[src/rtl/retire_queue_pkg.sv]
// Shared types for the in-order retire queue: rename-side instruction/register types
// plus the rob_entry_t retire packet handed back to rename.
package retire_queue_pkg;

  localparam int ROBSIZE      = 16;
  localparam int ROB_IDX_BITS = $clog2(ROBSIZE);

  // Sequence ids carry one extra wrap bit so they line up with the queue pointers
  typedef logic [ROB_IDX_BITS:0] id_t;
  typedef logic [4:0]            areg_id_t;
  typedef logic [5:0]            preg_id_t;

  typedef struct packed {
    areg_id_t rd;
    logic     rd_valid;
  } si_t;

  typedef struct packed {
    id_t         id;
    logic [31:0] pc;
    si_t         si;
    preg_id_t    prd;
  } di_t;

  typedef struct packed {
    id_t         id;
    logic [31:0] pc;
    areg_id_t    ard;
    preg_id_t    prd;
    logic        needprf2arf;
  } rob_entry_t;

  function automatic rob_entry_t make_entry(input di_t di);
    rob_entry_t e;
    e.id          = di.id;
    e.pc          = di.pc;
    e.ard         = di.si.rd;
    e.prd         = di.prd;
    e.needprf2arf = di.si.rd_valid;
    return e;
  endfunction

endpackage

[src/rtl/retire_queue.sv]
// In-order reorder/retire buffer between rename/dispatch and the rename free path.
// Define ROB_BYPASS_EN to let a writeback of the head entry retire in the same cycle.
module retire_queue
  import retire_queue_pkg::*;
#(
  parameter int DEPTH = ROBSIZE
) (
  input  logic                   clk,
  input  logic                   rst,
  input  di_t                    di_i,
  input  logic                   di_i_valid,
  output logic                   di_i_ready,
  input  logic                   wb_valid_i,
  input  id_t                    wb_id_i,
  output rob_entry_t             retire_entry_o,
  output logic                   retire_entry_o_valid,
  output logic [$clog2(DEPTH):0] count_o
);

  localparam int IDXW = $clog2(DEPTH);

  typedef logic [IDXW:0] ptr_t;

  ptr_t             head_q, tail_q;
  rob_entry_t       entry_q [DEPTH];
  logic [DEPTH-1:0] valid_q, done_q;

  logic [IDXW-1:0] head_idx, tail_idx, wb_idx;
  logic            empty, full;
  logic            dispatch_fire, wb_ok, retire_fire;

  assign head_idx = head_q[IDXW-1:0];
  assign tail_idx = tail_q[IDXW-1:0];
  assign wb_idx   = wb_id_i[IDXW-1:0];

  assign empty = (head_q == tail_q);
  assign full  = (head_idx == tail_idx) && (head_q[IDXW] != tail_q[IDXW]);

  // Ready depends only on registered occupancy, so a full queue never reuses the
  // head slot in the cycle it retires.
  assign di_i_ready    = !full;
  assign dispatch_fire = di_i_valid && di_i_ready;

  // The full-id match keeps a stale writeback from marking a recycled slot done.
  assign wb_ok = wb_valid_i && valid_q[wb_idx] && (entry_q[wb_idx].id == wb_id_i);

`ifdef ROB_BYPASS_EN
  assign retire_fire = !rst && !empty && (done_q[head_idx] || (wb_ok && (wb_idx == head_idx)));
`else
  assign retire_fire = !rst && !empty && done_q[head_idx];
`endif

  assign retire_entry_o_valid = retire_fire;
  assign retire_entry_o       = retire_fire ? entry_q[head_idx] : '0;
  assign count_o              = tail_q - head_q;

  // Pointer and flag state; retire clears after writeback so a bypassed head ends clean
  always_ff @(posedge clk) begin
    if (rst) begin
      head_q  <= '0;
      tail_q  <= '0;
      valid_q <= '0;
      done_q  <= '0;
    end else begin
      if (wb_ok) begin
        done_q[wb_idx] <= 1'b1;
      end
      if (dispatch_fire) begin
        valid_q[tail_idx] <= 1'b1;
        done_q[tail_idx]  <= 1'b0;
        tail_q            <= tail_q + ptr_t'(1);
      end
      if (retire_fire) begin
        valid_q[head_idx] <= 1'b0;
        done_q[head_idx]  <= 1'b0;
        head_q            <= head_q + ptr_t'(1);
      end
    end
  end

  always_ff @(posedge clk) begin
    if (dispatch_fire) begin
      entry_q[tail_idx] <= make_entry(di_i);
    end
  end

  always_ff @(posedge clk) begin
    if (!rst) begin
      if (dispatch_fire) begin
        assert (di_i.id == id_t'(tail_q))
          else $error("retire_queue: dispatch id %0d does not match tail %0d", di_i.id, tail_q);
      end
      if (wb_valid_i) begin
        assert (valid_q[wb_idx])
          else $warning("retire_queue: writeback to inactive id %0d ignored", wb_id_i);
      end
    end
  end

endmodule
[config.mk]
export PLATFORM = sky130hd
export DESIGN_NAME = retire_queue
export DESIGN_NICKNAME = d
export VERILOG_FILES = /design/src/rtl/retire_queue_pkg.sv /design/src/rtl/retire_queue.sv
export SDC_FILE = /design/constraint.sdc
export NUM_CORES = 1
export LEC_CHECK = 0
export ABC_AREA = 1
export BUFFER_PORTS_ARGS = -buffer_cell sky130_fd_sc_hd__buf_2
export CORE_MARGIN = 2
export CORE_UTILIZATION = 35
export CTS_CLUSTER_SIZE = 8
export DETAILED_ROUTE_END_ITERATION = 10
export GPL_ROUTABILITY_DRIVEN = 0
export PLACE_DENSITY_LB_ADDON = 0.15
export SYNTH_ARGS = -nofsm -noshare
export SYNTH_HDL_FRONTEND = slang
export SYNTH_SLANG_ARGS = --single-unit
[constraint.sdc]
create_clock -name clk -period 12.4 [get_ports clk]
set_input_delay 2.48 -clock clk [delete_from_list [all_inputs] [get_ports clk]]
set_output_delay 2.48 -clock clk [all_outputs]
set_load 0.01 [all_outputs]
Word-level counts from Yosys, hierarchy flattened:

Memory sizes are Yosys's and may differ from the RTL's. A register that Yosys moved wholly into a read port is not among the register bits.
Index checks and enable logic that the tools add are counted.

* bits in registers: 42
* input port bits: 58
* RAM bits: 784
* memories: 1
* logic and storage cells: 60

Memories
* entry_q: depth 16, width 49, read ports 2, clocked after memory_dff 1, write ports 1, RTL line retire_queue.sv:25 `rob_entry_t entry_q [DEPTH];`

* reductions and logical operators: 12
* equal/unequal tests: 4
* $lt $le $gt $ge: 6
* mux-type cells: 23
* add/subtract/negate cells: 3
* bitwise operators: 7

Operators by type and width (count)
* $mux 16: 8
* $mux 49: 1
* $and 16x16->16: 3
* $not 16->16: 2
* $or 16x16->16: 2
* $lt 4x5->1 const B: 3
* $demux 1 s4: 3
* $ge 4x1->1 const B: 3
* $add 5x1->5 const B: 2
* $eq 5x5->1: 2
* $logic_and 1x1->1: 9
* $bmux 1 s4: 2
* $mux 4: 2
* $mux 1: 7
* $sub 5x5->5: 1
* $eq 4x4->1: 1
* $logic_not 1->1: 3
* $ne 1x1->1: 1

Longest topological paths before layout:

Gate-level depths: netlist (run 1).

* depth in word-level cells: 12
* gate-level depth with buffers: 16
* gate-level depth less buffers: 14

Least setup slack after synthesis (run 1):

OpenSTA, ideal clock, no wires.

* kind: input -> register
* start point: input di_i_valid
* end point: register done_q[12]
* slack: 5750 ps
* setup time: 120 ps
* stages: 5
* arrival: 6530 ps
* path through: nand2_1 -> nor3_1 -> inv_1 -> nand3_1 -> a21oi_1

* cells in the longest elaborated chain, start to end: 5

RTL lines
* from (decl): RTL line retire_queue.sv:11 `input logic di_i_valid,`
* $logic_and 1x1->1 *: RTL line retire_queue.sv:42 `assign dispatch_fire = di_i_valid && di_i_ready;`
* $mux 16 *: RTL line retire_queue.sv:68 `if (dispatch_fire) begin`
* $mux 16 *: RTL line retire_queue.sv:59 `if (rst) begin`
* $and 16x16->16 (no line)
* $mux 16 *: RTL line retire_queue.sv:73 `if (retire_fire) begin`
* to (signal assigned): RTL line retire_queue.sv:63 `done_q <= '0;`
* to (signal, indexed assignment): RTL line retire_queue.sv:70 `done_q[tail_idx] <= 1'b0;`
* to (signal, indexed assignment): RTL line retire_queue.sv:75 `done_q[head_idx] <= 1'b0;`
* to (decl): RTL line retire_queue.sv:26 `logic [DEPTH-1:0] valid_q, done_q;`

Mark *: on every way between the ends. The rest lies on a longest branch, timed or not. The select of a mux whose other input is x is not followed.
A chain may end at the register's enable or synchronous reset.

==> metrics.md, run 1 <==
| Metric | Value |
|---|---|
| Status | `complete, no violations` |
| CTS hold repair buffers | `0` |
| Fin Clk Skew | `25.93 ps` |
| Pre-antenna DRT Iters | `7` |
| Worst slew margin | `22.70%` |
| Max Root-Sink Buffers | `3` |
| Leakage | `13.73 nW` |
| Adder-cell area share of the yosys netlist | `0.5008%` |
| CTS tree | `built` |
| Worst-Margin Slew | `1160 ps` |
| Synth top area cells | `edfxtp_1, nand2_1, a21oi_1` |
| Yosys top cell by area | `edfxtp_1` |
| Synth unique cells | `39` |
| Final hold viol count | `0` |
| Mux cell area share after synthesis | `0%` |
| Routed Antenna Nets | `0` |
| First-pass GRT wire length | `147.2 mm` |
| Critical Setup Path Class | `reg -> out` |
| Grt total ovfl | `0` |
| Gate Count Post-Synth | `2827` |
| Post-synth EDFFs | `784` |
| Simple-gate area share of the yosys netlist | `11.29%` |
| Post-Syn Nets | `2898` |
| Fin nets | `2977` |
| DP Cell Count | `4067` |
| Final Max Slew Viols | `0` |
| Htree depth | `3` |
| CP required | `9920 ps` |
| Port-buffer cells | `113` |
| Post-Synth XOR/XNOR Area | `0.07733%` |
| Initial antenna violation count | `12` |
| Initial Utilization | `35.24%` |
| Root Buffer | `clkbuf_16` |
| Floorplan core area | `96420 um2` |
| Worst-Skew Late Latency | `670 ps` |
| Sequential share of the synthesized area | `72.00%` |
| Routed vias/inst | `5.380` |
| TritonCTS Sinks | `830` |
| Max Fclk | `147.9 MHz` |
| Crit Path Max Fanout | `115` |
| Post-CTS resize count | `0` |
| DIE HEIGHT | `315.6 um` |
| Mean area per synthesized cell | `12.02 um2` |
| Fin crit share | `54.54%` |
| Critical path arrival | `4280 ps` |
| Compound-Gate Fraction of Synth Area | `12.76%` |
| Asr flop ratio synth | `0%` |
| Dominant synthesized flop cell | `edfxtp_1` |
| Area grow syn2layout | `14.31%` |
| Top-count cell post-synth | `nand2_1` |
| Site Rows | `114` |
| Crit path capture type | `primary output` |
| Final setup violation count | `0` |
| Share of cells above drive strength 1 | `10.46%` |
| DRC viols | `0` |
| Initial DRC Count | `2008` |
| Cell area power density | `155.2 nW/um2` |
| Startpoint class of the critical path | `flop` |
| Post-DP HPWL | `50.95 mm` |
| Netlist Area Pre-Place | `33980 um2` |
| Unrepaired setup endpoints after global routing | `false` |
| Max Cap Viol | `0` |
| Width of the die | `315.6 um` |
| Setup_tns | `0 ps` |
| VDD IR max | `0.1111 mV` |
| Vias in the first global route | `22310` |
| WL final | `99.88 mm` |
| Die ar. | `99580 um2` |
| Largest net degree at the start of global routing | `181` |
| IO Count | `114` |
| Largest family of logic cells by synthesized area | `compound AO/OA/AOI/OAI gates` |
| #FFs+latches synth | `830` |
| Clock slew at reported path FFs | `50 ps` |
| Tmin final | `6763 ps` |
| Yosys top cell area share | `69.29%` |
| Fillers | `9137` |
| Gr usage total | `19.88%` |
| Non-filler cells, final | `4211` |
| Via count | `22660` |
| Drt wl/cell | `23.72 um` |
| Warnings, synthesis | `0` |
| Most frequent cells after synthesis | `nand2_1, edfxtp_1, a21oi_1` |
| Total Power | `6.027 mW` |
| Post-CTS setup buffer count | `0` |
| CTS Buf Count | `113` |
| Worst Hold Class | `reg -> reg` |
## worst max-delay path: stages, from the launching register on
cell      delay, ps
dfxtp_4         550
inv_8           570
buf_4           910
a21oi_1         140
o311ai_0        830
nand2_1         160
nor2_1          130
buf_2           140
## layer usage
metal  part of all wire [%]  track usage, %
met4                    2.0           5.321
met3                    4.9           2.945
met5                  0.049               0
met1                     45           27.30
met2                     48           33.01
## final timing paths
path / startpoint / endpoint / slack (ps) / cells past startpoint
worst max register to register: head_q[1] / entry_q[10][34] / 8120 / 10
worst min register to register: done_q[7] / done_q[7] / 450 / 2
worst max-delay path: flop / retire_entry_o[40] / 5640 / 7
worst min-delay path: done_q[7] / done_q[7] / 450 / 2
## sequential cells by signal, summed over array words and instances, names as in the netlist, named ones only
signal,flops
head_q,5
entry_q,784
valid_q,16
tail_q,5
done_q,16
## cell families (layout without fill, tap and decap cells)
| kind of cell | Yosys count | count (layout) |
|---|---|---|
| other | 0 | 1 |
| AND/OR/NAND/NOR | 988 | 988 |
| flip-flops | 830 | 830 |
| buffers and inverters | 289 | 396 |
| XOR/XNOR | 3 | 3 |
| AO/OA/AOI/OAI | 704 | 704 |
| adder cells (fa/ha/maj) | 13 | 13 |
## area by class of cell
cell class                      instances  area, um2  area share [%]
Antenna cell                            1      2.502        0.006443
Inverter                              102      414.1           1.066
Timing Repair Buffer                  151      863.3           2.223
Clock buffer                          140       3014           7.760
Tap cell                             1276       1597           4.111
Clock inverter                          3      66.31          0.1707
Multi-Input combinational cell       1708       8404           21.64
Sequential cell                       830      24480           63.02
## power breakdown
part	total [mW]	internal (mW)	switching, mW	leakage, nW
Clock	2.77	1.66	1.10	1.50
Combinational	0.149	0.0345	0.114	4.78
Sequential	3.11	3.10	0.00780	7.46
Total	6.03	4.80	1.22	13.7
## stage by stage
step	setup slack [ps]	hold slack [ps]	utilization, %	area, um2
floorplan	5750	421.8	-	33980
global placement	5733	435.2	37.08	35760
detailed placement	5760	440.8	37.08	35760
CTS	5573	449.9	40.28	38840
global route	5396	472.4	40.28	38840
finish	5637	447.9	40.28	38840
## cells in the final DEF, fill, tap and decap left out, drive strengths merged
master	synthesis	final
a2111oi	1	1
a211oi	49	49
a21oi	390	390
a221oi	58	58
a22oi	47	47
a31oi	1	1
a32oi	46	46
buf	57	151
clkbuf	130	140
clkinv	2	14
dfxtp	46	46
diode	0	1
edfxtp	784	784
fa	1	1
ha	12	12
inv	100	91
nand2	805	805
nand3	55	55
nand3b	1	1
nand4	2	2
nor2	111	111
nor3	14	14
o211a	2	2
o211ai	6	6
o21a	4	4
o21ai	61	61
o21bai	1	1
o311ai	36	36
o31ai	2	2
xnor2	1	1
xor2	2	2
Note: power is estimated with default switching activity, not from simulation.
==> run 2, diff against run 1 <==
--- a/config.mk
+++ b/config.mk
@@ -5,7 +5,7 @@
 export SDC_FILE = /design/constraint.sdc
 export NUM_CORES = 1
 export LEC_CHECK = 0
-export ABC_AREA = 1
+export ABC_AREA = 0
 export BUFFER_PORTS_ARGS = -buffer_cell sky130_fd_sc_hd__buf_2
 export CORE_MARGIN = 2
 export CORE_UTILIZATION = 35
==> constraint.sdc (replaced) <==
create_clock -name clk -period 7.1 [get_ports clk]
set_input_delay 1.42 -clock clk [delete_from_list [all_inputs] [get_ports clk]]
set_output_delay 1.42 -clock clk [all_outputs]
set_load 0.01 [all_outputs]
==> metrics.md, run 2 <==
| Metric | Value |
|---|---|
| CTS Buf Count | `113 (unchanged)` |
| Largest net degree at the start of global routing | `100 (-45%)` |
| VDD IR max | `0.1829 mV (+65%)` |
| Synth top area cells | `edfxtp_1, mux4_2, dfxtp_1` |
| Max reg flops | `784 (unchanged)` |
| Post-DP HPWL | `41.77 mm (-18%)` |
| Fin Clk Skew | `46.83 ps (+20.90 ps)` |
| Clock slew at reported path FFs | `60 ps (about the same)` |
| Status | `complete, no violations` |
| Initial antenna violation count | `9 (-3)` |
| Port-buffer cells | `113 (unchanged)` |
| Setup_tns | `0 ps (unchanged)` |
| Site Rows | `112 (-1.8%)` |
| Final hold viol count | `0 (unchanged)` |
| #FFs+latches synth | `830 (unchanged)` |
| Dominant synthesized flop cell | `edfxtp_1` |
| Sequential share of the synthesized area | `74.13% (+2.1 points)` |
| CTS hold repair buffers | `0 (unchanged)` |
| Htree depth | `3 (unchanged)` |
| Most frequent cells in the layout | `edfxtp_1, mux4_2, clkbuf_16, buf_2, and2_1` |
| Max stage delay on crit path | `740 ps (-170 ps)` |
| Width of the die | `311.1 um (-1.4%)` |
| Post-CTS setup buffer count | `0 (unchanged)` |
| Initial Utilization | `35.36% (+0.12 points)` |
| Top-count cell post-synth | `edfxtp_1` |
| CP required | `5680 ps (-4240 ps)` |
| Reg2reg path depth | `10 (unchanged)` |
| Startpoint class of the critical path | `flop` |
| IO Count | `114 (unchanged)` |
| Worst-Margin Slew | `1089 ps (-70.32 ps)` |
| Max Fclk | `167.5 MHz` |
| Routed Antenna Nets | `0 (unchanged)` |
| Crit Path Max Fanout | `31 (-73%)` |
| Biggest register | `entry_q` |
| Max Cap Viol | `0 (unchanged)` |
| Unrepaired setup endpoints after global routing | `false` |
| Met2 GRT Util | `27.95% (-5.1 points)` |
| DIE HEIGHT | `311.1 um (-1.4%)` |
| Leakage | `11.77 nW (-14%)` |
| Cell area power density | `274.3 nW/um2 (+77%)` |
| DP Cell Count | `2826 (-31%)` |
| Yosys top cell area share | `71.34% (+2.1 points)` |
| DRC viols | `0 (unchanged)` |
| Grt total ovfl | `0 (unchanged)` |
| Root Buffer | `clkbuf_16` |
| WL final | `81.79 mm (-18%)` |
| GR Util met3 | `2.893% (-0.052 points)` |
| GRT met1 Usage | `23.31% (-4.0 points)` |
| Final Max Slew Viols | `0 (unchanged)` |
| Worst slew margin | `27.21% (+4.5 points)` |
| Most frequent cells after synthesis | `edfxtp_1, mux4_2, and2_1` |
| Critical Setup Path Class | `reg -> out` |
| Initial DRC Count | `1350 (-33%)` |
| Slowest stage cell, crit path | `dfxtp_1` |
| Gr usage total | `16.96% (-2.9 points)` |
| Post-Syn Nets | `1587 (-45%)` |
| Worst Hold Class | `reg -> reg` |
| Netlist Area Pre-Place | `33000 um2 (-2.9%)` |
| Via count | `15870 (-30%)` |
| TritonCTS Sinks | `830 (unchanged)` |
| Largest registers | `entry_q x784, done_q x16, valid_q x16` |
| Vias in the first global route | `16830 (-25%)` |
| Synth unique cells | `67 (+72%)` |
| Critical path arrival | `4550 ps (+270 ps)` |
| First-pass GRT wire length | `119.4 mm (-19%)` |
| CTS tree | `built` |
| Post-CTS resize count | `0 (unchanged)` |
| Gate Count Post-Synth | `1516 (-46%)` |
| Final setup violation count | `0 (unchanged)` |
| Tmin final | `5970 ps` |
| Post-synth EDFFs | `784 (unchanged)` |
| Crit path capture type | `primary output` |
| Area grow syn2layout | `16.03%` |
| Worst-Skew Late Latency | `700 ps (+30 ps)` |
| Fin nets | `1758 (-41%)` |
| Non-filler cells, final | `2970 (-29%)` |
| Share of cells above drive strength 1 | `33.06% (+23 points)` |
| CP cell instances | `inv_1 -> ha_1 -> and4_1 -> a21o_1 -> nor3_1 -> a21oi_2 -> inv_2 -> buf_4 -> and2_1 -> buf_2` |
| Routed vias/inst | `5.345 (-0.65%)` |
| Yosys top cell by area | `edfxtp_1` |
| Fin crit share | `84.08%` |
| Total Power | `10.50 mW (+74%)` |
| Floorplan core area | `93330 um2 (-3.2%)` |
| Warnings, synthesis | `0 (unchanged)` |
| Most used routing layer | `met2` |
| Drt wl/cell | `27.54 um (+16%)` |
| Max Root-Sink Buffers | `3 (unchanged)` |
| Pre-antenna DRT Iters | `5 (-2)` |
| Hold Path Stages | `2 (unchanged)` |
| Asr flop ratio synth | `0% (unchanged)` |
| Most common cell after layout, fill and taps aside | `edfxtp_1` |
| Die ar. | `96760 um2 (-2.8%)` |
| Mean area per synthesized cell | `21.77 um2 (+81%)` |
-- run 2: cell count changes after synthesis, moves of 42 or more --
| cell | delta |
|---|---|
| nand2_1 | -780 |
| a21oi_1 | -379 |
| mux4_2 | +261 |
| clkbuf_1 | -81 |
| inv_1 | -73 |
| a221oi_1 | -58 |
| nor2_1 | -58 |
| and2_1 | +50 |
| nand3_1 | -46 |
| a22oi_1 | -45 |
| a32oi_1 | -45 |
| a211oi_1 | -42 |
| o21ai_0 | -42 |
-- run 2: cell families (layout without fill, tap and decap cells) --
kind of cell,Yosys count,count (layout),synth area share [%]
adder cells (fa/ha/maj),13,13,0.5156
AND/OR/NAND/NOR,193,193,3.181
multiplexers,273,273,18.23
AO/OA/AOI/OAI,86,86,2.192
other,0,4,0
buffers and inverters,108,304,1.407
XOR/XNOR,13,13,0.3450
flip-flops,830,830,74.13
-- run 2: metrics by stage --
step | hold WS [ps] | util [%] | area [um2] | setup WS (ps)
after global routing | 466.6 | 41.02 | 38280 | 655.4
after global placement | 436.4 | 37.72 | 35200 | 1490
after detailed placement | 434.7 | 37.72 | 35200 | 1364
after floorplan | 418.8 | - | 33000 | 1029
final | 443.4 | 41.03 | 38290 | 1130
after CTS | 443.8 | 41.02 | 38280 | 1004
-- run 2: final cells by class --
type / count / area, um2
fill: 8241 / 55040
sequential: 830 / 24480
multi-input combinational: 578 / 8182
clock buffer: 133 / 2903
tap: 1254 / 1569
timing repair buffer: 144 / 898.4
clock inverter: 7 / 175.2
inverter: 20 / 75.07
antenna: 4 / 10.01
-- run 2: power breakdown --
group          total, mW  switching (mW)  internal (mW)
logic              0.283           0.192         0.0908
clock network       4.78            1.95           2.83
registers           5.44          0.0142           5.42
total               10.5            2.16           8.35
-- run 2: layer usage --
metal / vias to the layer above / share of wire (%)
li1: 6709 / -
met1: 8627 / 44
met2: 414 / 49
met3: 118 / 5.1
met4: 6 / 1.8
met5: - / 0.050
-- run 2: critical path: cells and delay by family (launching register included) --
kind / cells / cell delay [ps]
flip-flops: 1 / 740
AO/OA/AOI/OAI: 2 / 390
AND/OR/NAND/NOR: 3 / 870
buffers and inverters: 4 / 1460
adder cells (fa/ha/maj): 1 / 370
-- run 2: path summary, 6_finish.rpt --
path / start / endpoint / slack, ps
min: done_q[1] / done_q[1] / 440
max: head_q[1] / retire_entry_o[5] / 1130
min reg2reg: done_q[1] / done_q[1] / 440
max reg2reg: head_q[1] / valid_q[12] / 2960
